<file path="config.mk">
export PLATFORM = sky130hd
export DESIGN_NAME = alu_seq
export DESIGN_NICKNAME = d
export VERILOG_FILES = /design/src/rtl/alu_seq_pkg.sv /design/src/rtl/alu_seq_decode.sv /design/src/rtl/alu_seq.sv
export SDC_FILE = /design/constraint.sdc
export NUM_CORES = 1
export LEC_CHECK = 0
export CORE_MARGIN = 2
export CORE_UTILIZATION = 55
export CTS_CLUSTER_DIAMETER = 100
export DETAILED_ROUTE_END_ITERATION = 6
export DONT_BUFFER_PORTS = 1
export PLACE_DENSITY = 0.7
export SYNTH_ARGS = -nofsm -noshare
export SYNTH_HDL_FRONTEND = slang
export SYNTH_SLANG_ARGS = --single-unit
</file>
<file path="constraint.sdc">
create_clock -name CLK -period 2.96 [get_ports CLK]
set_input_delay 0.444 -clock CLK [delete_from_list [all_inputs] [get_ports CLK]]
set_output_delay 0.444 -clock CLK [all_outputs]
set_load 0.01 [all_outputs]
</file>
<file path="src/rtl/alu_seq_pkg.sv">
// Shared constants for the multi-byte ALU sequencer: ALU SEL op codes, idle SEL, FSM states.
package alu_seq_pkg;

  localparam logic [3:0] OP_ADD  = 4'b0000;
  localparam logic [3:0] OP_ADDC = 4'b0001;
  localparam logic [3:0] OP_SUB  = 4'b0010;
  localparam logic [3:0] OP_SUBC = 4'b0011;
  localparam logic [3:0] OP_CMP  = 4'b0100;
  localparam logic [3:0] OP_AND  = 4'b0101;
  localparam logic [3:0] OP_OR   = 4'b0110;
  localparam logic [3:0] OP_EXOR = 4'b0111;
  localparam logic [3:0] OP_TEST = 4'b1000;
  localparam logic [3:0] OP_LSL  = 4'b1001;
  localparam logic [3:0] OP_LSR  = 4'b1010;
  localparam logic [3:0] OP_ROL  = 4'b1011;
  localparam logic [3:0] OP_ROR  = 4'b1100;
  localparam logic [3:0] OP_ASR  = 4'b1101;
  localparam logic [3:0] OP_MOV  = 4'b1110;

  localparam logic [3:0] SEL_IDLE = 4'b1111;

  typedef enum logic [1:0] {
    ST_IDLE,
    ST_EXEC,
    ST_DONE
  } state_t;

endpackage

</file>
<file path="src/rtl/alu_seq_decode.sv">
// Per-byte op decode: ALU SEL/CIN for the current byte, byte order, supported and flags-only.
// Combinational, zero latency; no flow control.
// CMP/TEST are only decoded as supported when ALU_SEQ_CMP_EN is defined.
module alu_seq_decode
  import alu_seq_pkg::*;
(
  input  logic [3:0] op,
  input  logic       first,
  input  logic       carry,
  input  logic       lsr_bit,
  input  logic       c_in,
  output logic [3:0] sel,
  output logic       cin,
  output logic       msb_first,
  output logic       supported,
  output logic       flags_only,
  output logic       logic_op
);

  always_comb begin
    sel        = op;
    cin        = 1'b0;
    msb_first  = 1'b0;
    supported  = 1'b0;
    flags_only = 1'b0;
    logic_op   = 1'b0;
    case (op)
      OP_ADD, OP_ADDC: begin
        supported = 1'b1;
        sel       = first ? op : OP_ADDC;
        cin       = first ? (c_in & (op == OP_ADDC)) : carry;
      end
      OP_SUB, OP_SUBC: begin
        supported = 1'b1;
        sel       = first ? op : OP_SUBC;
        cin       = first ? (c_in & (op == OP_SUBC)) : carry;
      end
      OP_AND, OP_OR, OP_EXOR: begin
        supported = 1'b1;
        logic_op  = 1'b1;
      end
      OP_LSL: begin
        supported = 1'b1;
        cin       = first ? c_in : carry;
      end
      // LSR walks MSB first; the bit shifted in is bit 0 of the byte above
      OP_LSR: begin
        supported = 1'b1;
        msb_first = 1'b1;
        cin       = first ? c_in : lsr_bit;
      end
`ifdef ALU_SEQ_CMP_EN
      OP_CMP: begin
        supported  = 1'b1;
        flags_only = 1'b1;
        sel        = first ? op : OP_SUBC;
        cin        = first ? 1'b0 : carry;
      end
      OP_TEST: begin
        supported  = 1'b1;
        flags_only = 1'b1;
        logic_op   = 1'b1;
      end
`else
      OP_CMP, OP_TEST: supported = 1'b0;
`endif
      OP_ROL, OP_ROR, OP_ASR, OP_MOV, SEL_IDLE: supported = 1'b0;
      default: supported = 1'b0;
    endcase
  end

endmodule

</file>
<file path="src/rtl/alu_seq.sv">
// Multi-byte op sequencer driving the external 8-bit ALU one byte per clock (ALU_SEQ_CMP_EN adds CMP/TEST).
// Latency N_BYTES+1 cycles from START to DONE; unsupported ops complete in 1 cycle with ERR.
// No queueing: START is only sampled in IDLE and ignored while BUSY.
module alu_seq
  import alu_seq_pkg::*;
#(
  parameter int N_BYTES = 2
) (
  input  logic                 CLK,
  input  logic                 RST,
  input  logic                 START,
  input  logic [3:0]           OP,
  input  logic [8*N_BYTES-1:0] OPA,
  input  logic [8*N_BYTES-1:0] OPB,
  input  logic                 C_IN,
  output logic                 BUSY,
  output logic                 DONE,
  output logic                 ERR,
  output logic [8*N_BYTES-1:0] RESULT,
  output logic                 C_OUT,
  output logic                 Z_OUT,
  output logic [3:0]           ALU_SEL,
  output logic [7:0]           ALU_A,
  output logic [7:0]           ALU_B,
  output logic                 ALU_CIN,
  input  logic [7:0]           ALU_RESULT,
  input  logic                 ALU_C,
  input  logic                 ALU_Z
);

  localparam int W = 8 * N_BYTES;
  localparam logic [2:0] LAST_IDX = 3'(N_BYTES - 1);

  state_t         state;
  logic [3:0]     op_q;
  logic [W-1:0]   opa_q;
  logic [W-1:0]   opb_q;
  logic           cin_q;
  logic [2:0]     idx;
  logic           carry_q;
  logic           zacc_q;
  logic [W-1:0]   shadow_q;

  logic [3:0]     dec_op;
  logic [3:0]     dec_sel;
  logic           dec_cin;
  logic           msb_first;
  logic           supported;
  logic           flags_only;
  logic           logic_op;
  logic           is_first;
  logic           is_last;
  logic [2:0]     pos;
  logic [7:0]     a_byte;
  logic [7:0]     b_byte;
  logic           lsr_bit;
  logic [W-1:0]   shadow_next;
  logic           zacc_next;
  logic           c_final;

  // In IDLE the incoming OP is decoded so the supported check can steer the first transition
  assign dec_op   = (state == ST_IDLE) ? OP : op_q;
  assign is_first = (idx == 3'd0);
  assign is_last  = (idx == LAST_IDX);
  assign pos      = msb_first ? (LAST_IDX - idx) : idx;

  alu_seq_decode u_decode (
    .op         (dec_op),
    .first      (is_first),
    .carry      (carry_q),
    .lsr_bit    (lsr_bit),
    .c_in       (cin_q),
    .sel        (dec_sel),
    .cin        (dec_cin),
    .msb_first  (msb_first),
    .supported  (supported),
    .flags_only (flags_only),
    .logic_op   (logic_op)
  );

  always_comb begin
    a_byte      = '0;
    b_byte      = '0;
    lsr_bit     = 1'b0;
    shadow_next = shadow_q;
    for (int i = 0; i < N_BYTES; i++) begin
      if (pos == 3'(i)) begin
        a_byte                = opa_q[8*i +: 8];
        b_byte                = opb_q[8*i +: 8];
        shadow_next[8*i +: 8] = ALU_RESULT;
      end
    end
    for (int i = 0; i < N_BYTES - 1; i++) begin
      if (pos == 3'(i)) lsr_bit = opa_q[8*i + 8];
    end
    zacc_next = is_first ? ALU_Z : (zacc_q & ALU_Z);
  end

  // LSR's carry-out is the bit shifted off the bottom, independent of the ALU's own C
  assign c_final = msb_first ? opa_q[0] : (logic_op ? 1'b0 : ALU_C);

  always_comb begin
    ALU_SEL = SEL_IDLE;
    ALU_A   = '0;
    ALU_B   = '0;
    ALU_CIN = 1'b0;
    if (state == ST_EXEC) begin
      ALU_SEL = dec_sel;
      ALU_A   = a_byte;
      ALU_B   = b_byte;
      ALU_CIN = dec_cin;
    end
  end

  always_ff @(posedge CLK) begin
    if (RST) begin
      state    <= ST_IDLE;
      idx      <= '0;
      BUSY     <= 1'b0;
      DONE     <= 1'b0;
      ERR      <= 1'b0;
      RESULT   <= '0;
      C_OUT    <= 1'b0;
      Z_OUT    <= 1'b0;
      op_q     <= '0;
      opa_q    <= '0;
      opb_q    <= '0;
      cin_q    <= 1'b0;
      carry_q  <= 1'b0;
      zacc_q   <= 1'b0;
      shadow_q <= '0;
    end else begin
      case (state)
        ST_IDLE: begin
          DONE <= 1'b0;
          ERR  <= 1'b0;
          if (START) begin
            op_q     <= OP;
            opa_q    <= OPA;
            opb_q    <= OPB;
            cin_q    <= C_IN;
            idx      <= '0;
            shadow_q <= '0;
            BUSY     <= 1'b1;
            if (supported) begin
              state <= ST_EXEC;
            end else begin
              state <= ST_DONE;
              DONE  <= 1'b1;
              ERR   <= 1'b1;
            end
          end
        end
        ST_EXEC: begin
          shadow_q <= shadow_next;
          zacc_q   <= zacc_next;
          carry_q  <= ALU_C;
          idx      <= idx + 3'd1;
          if (is_last) begin
            state <= ST_DONE;
            DONE  <= 1'b1;
            C_OUT <= c_final;
            Z_OUT <= zacc_next;
            if (!flags_only) RESULT <= shadow_next;
          end
        end
        ST_DONE: begin
          state <= ST_IDLE;
          BUSY  <= 1'b0;
          DONE  <= 1'b0;
          ERR   <= 1'b0;
        end
        default: state <= ST_IDLE;
      endcase
    end
  end

endmodule

</file>
==> results.md <==
* XOR/XNOR Fraction of Synth Area at 0.00475
* Remaining global-route overflow at 0
* Primary FF master, synth: dfxtp_1
* Avg WL per Cell at ~16 um
* Sink Count at 81
* Leakage power at around 1.4 nW
* HP Class: in -> reg
* Instance count of the mapped netlist at about 440
* Max incr delay on CP at between 0.3 and 0.4 ns
* Avg Synthesized Cell Area at ~8.4 um^2
* Ys async rst share at 0
* Synthesized flop and latch total at about 80
* Critical path class: reg -> out
* # DRC at 7
* WP data arrival at between 2 and 2.5 ns
* Mapped Area at 3690 um^2
* Share of cells above drive strength 1 at 0.133
* Longest Clk Path Bufs at 2
* PortBufs at 0
* CTS clk-pin slew, worst paths at roughly 0.08 ns
* Status: finished with violations
* Antenna violations before repair at 0
* Number of setup violations in the final report at 0
* Diodes inserted at 0
* CTS tree: done
* Commonest non-fill, non-tap cells in the layout: nand2_1, dfxtp_1, a21oi_1
* Pwr dens at roughly 840 nW/um^2
* Sequential element share of the synthesized area at 0.440
* Die ar. at between 7000 and 8000 um^2
* Post-synthesis net count at 494
* Worst reg2reg setup slack at approximately 0.4 ns
* Core footprint at about 6400 um^2
* Most common cell after layout, fill and taps aside: nand2_1
* Clock skew at approximately 0.010 ns
* Worst-Margin Slew at about 0.7 ns
* Layout area overhead at 9.54%
* Total power at between 0.003 and 0.004 W
* RSZ-0062 raised after global routing: false
* Post-Synth Simple-Gate Area at 0.232
* Required @ worst endpoint at ~2.5 ns
* Buf+Inv Stages, Crit Path at 2
* Slew HR at 0.541
* Initial DRC count at 210
* Total iterations of the first detailed-routing run at 7
* H-tree depth at 3
* Die H at between 80 and 90 um
* Vias/cell at roughly 6
* Vias in the first global route at just under 3000
* Rows at 29
* Synth Area in Compound Gates at 0.223
* Final Critical Period at between 2 and 3 ns
* CTS Buf Count at 9
* Violated checks: design-rule violations
* Post-DRT Antenna Nets at 0
* Routed wire length at 8450 um
* Critical Path, Cell by Cell: inv_1, ha_4, mux2i_2, nand4bb_4, mux2i_4, buf_6, a22oi_1, nor2b_1
* Mux share of post-synthesis cell area at 0.0363
* Final nets at approximately 490
* Placed insts at between 400 and 500
* CP top delay family: multiplexers
* CTS root buf: clkbuf_8
* Vias at approximately 3100
* DPL Wire Length at ~5700 um
* Io pins at 92
* Combinational family with the most area after synthesis: simple AND/OR/NAND/NOR gates
* Final Hold Fails at 0
* Slowest cell on the critical path: dfxtp_1
* First-pass GRT wire length at 14100 um
* TNS Setup at 0 ns
* Period utilization at 0.959
* RePlAce Congestion at 0.847
* Number of synthesized flops with an enable pin at 0
* Synth warn at 0
* Clk_lat worst skew at 0.35 ns
* Yosys top cell by area: dfxtp_1
* Share of the synthesized area in the top cell type at 0.440
* Synth top area cells: dfxtp_1, nand2_1, a21oi_1, a22o_1, nor2_1
* Adder-Cell Fraction of Synth Area at 0.0204
* Fmax achieved at 352 MHz
* Fin cells at just over 500
* Starting Density at 0.574
* Aggregate global-route resource usage at 0.240
* # fillers at roughly 600
* Hold-fix buffers, CTS at 0
* Max-cap violation count at 0
* Critical Path End Type: output pin
* Synth unique cells at between 40 and 50
* Pin count of the biggest net entering global routing at about 70
* Crit Path Max Fanout at 15
* Startpoint types: flip-flop
* Die width at about 86 um
* Max-slew violation count at 0
* Max VDD drop at 0.460 mV
==> power breakdown <==
part	internal [W]	total [W]	switching [W]	leakage, nW
Combinational	0.000477	0.00120	0.000722	0.633
Sequential	0.00123	0.00132	0.0000953	0.660
Clock	0.000478	0.000878	0.000400	0.107
Total	0.00218	0.00340	0.00122	1.40
==> layer usage <==
layer / vias up / track usage / share of wire
met4: 0 / 0.0981 / 0.018
met5: - / 0 / 0
li1: 1519 / - / -
met3: 14 / 0.0635 / 0.068
met2: 94 / 0.385 / 0.48
met1: 1442 / 0.307 / 0.44
==> state kept, by name, indices dropped and copies added (netlist names) <==
name	count
RESULT	16
opa_q	16
opb_q	16
shadow_q	16
op_q	4
idx	3
state	2
BUSY	1
C_OUT	1
DONE	1
ERR	1
Z_OUT	1
carry_q	1
cin_q	1
zacc_q	1
==> synthesized netlist by cell type, types with 3 or more instances <==
library cell / count
buf_1: 6
a22o_1: 16
nor2b_1: 19
inv_1: 6
or3_1: 4
a22oi_1: 16
nor3_1: 19
nand2b_1: 4
mux2i_1: 3
nand2_1: 89
a2111oi_2: 5
nand3_1: 8
buf_4: 4
o21ai_0: 6
a21oi_1: 47
clkbuf_1: 21
dfxtp_1: 81
ha_1: 6
a2111oi_1: 9
nor2_1: 37
mux2i_4: 4
==> through the flow <==
stage | setup slack (ns) | hold slack, ns | cell area (um^2) | utilization
floorplan | 0.333 | 0.436 | 3690 | -
global placement | 0.199 | 0.437 | 3730 | 0.581
detailed placement | 0.0852 | 0.441 | 3730 | 0.581
CTS | 0.00601 | 0.141 | 3980 | 0.620
global route | 0.0108 | 0.140 | 4040 | 0.629
finish | 0.122 | 0.152 | 4040 | 0.629
==> worst paths after layout <==
| check | endpoint | cells past startpoint | startpoint |
|---|---|---|---|
| worst max-delay path | ALU_A[1] | 8 | state[0] |
| worst min-delay path | RESULT[8] | 1 | RST |
| worst max register to register | shadow_q[1] | 8 | state[0] |
| worst min register to register | opb_q[2] | 2 | opb_q[2] |
==> area by class of cell <==
cell class                 instances  area, um^2  share of cell area
multi-input combinational        318        1950               0.482
sequential                        81        1620               0.402
timing repair buffer              16         131              0.0325
clock buffer                      10         128              0.0316
tap                               77        96.3              0.0239
clock inverter                     6        90.1              0.0223
inverter                           6        22.5             0.00558
==> logic make-up after synthesis <==
kind of cell | count (synthesis)
buffers and inverters | 39
adder cells (fa/ha/maj) | 6
AO/OA/AOI/OAI | 114
AND/OR/NAND/NOR | 188
multiplexers | 8
flip-flops | 81
XOR/XNOR | 2
==> what timing repair did <==
action / 4_1_cts / 5_1_grt
buffers inserted: 2 / 2
resized for setup: 3 / 14
pin swaps: 1 / 2
hold endpoints to repair: 0 / 0
setup endpoints to repair: 16 / 16
Note: power is estimated with default switching activity, not from simulation.
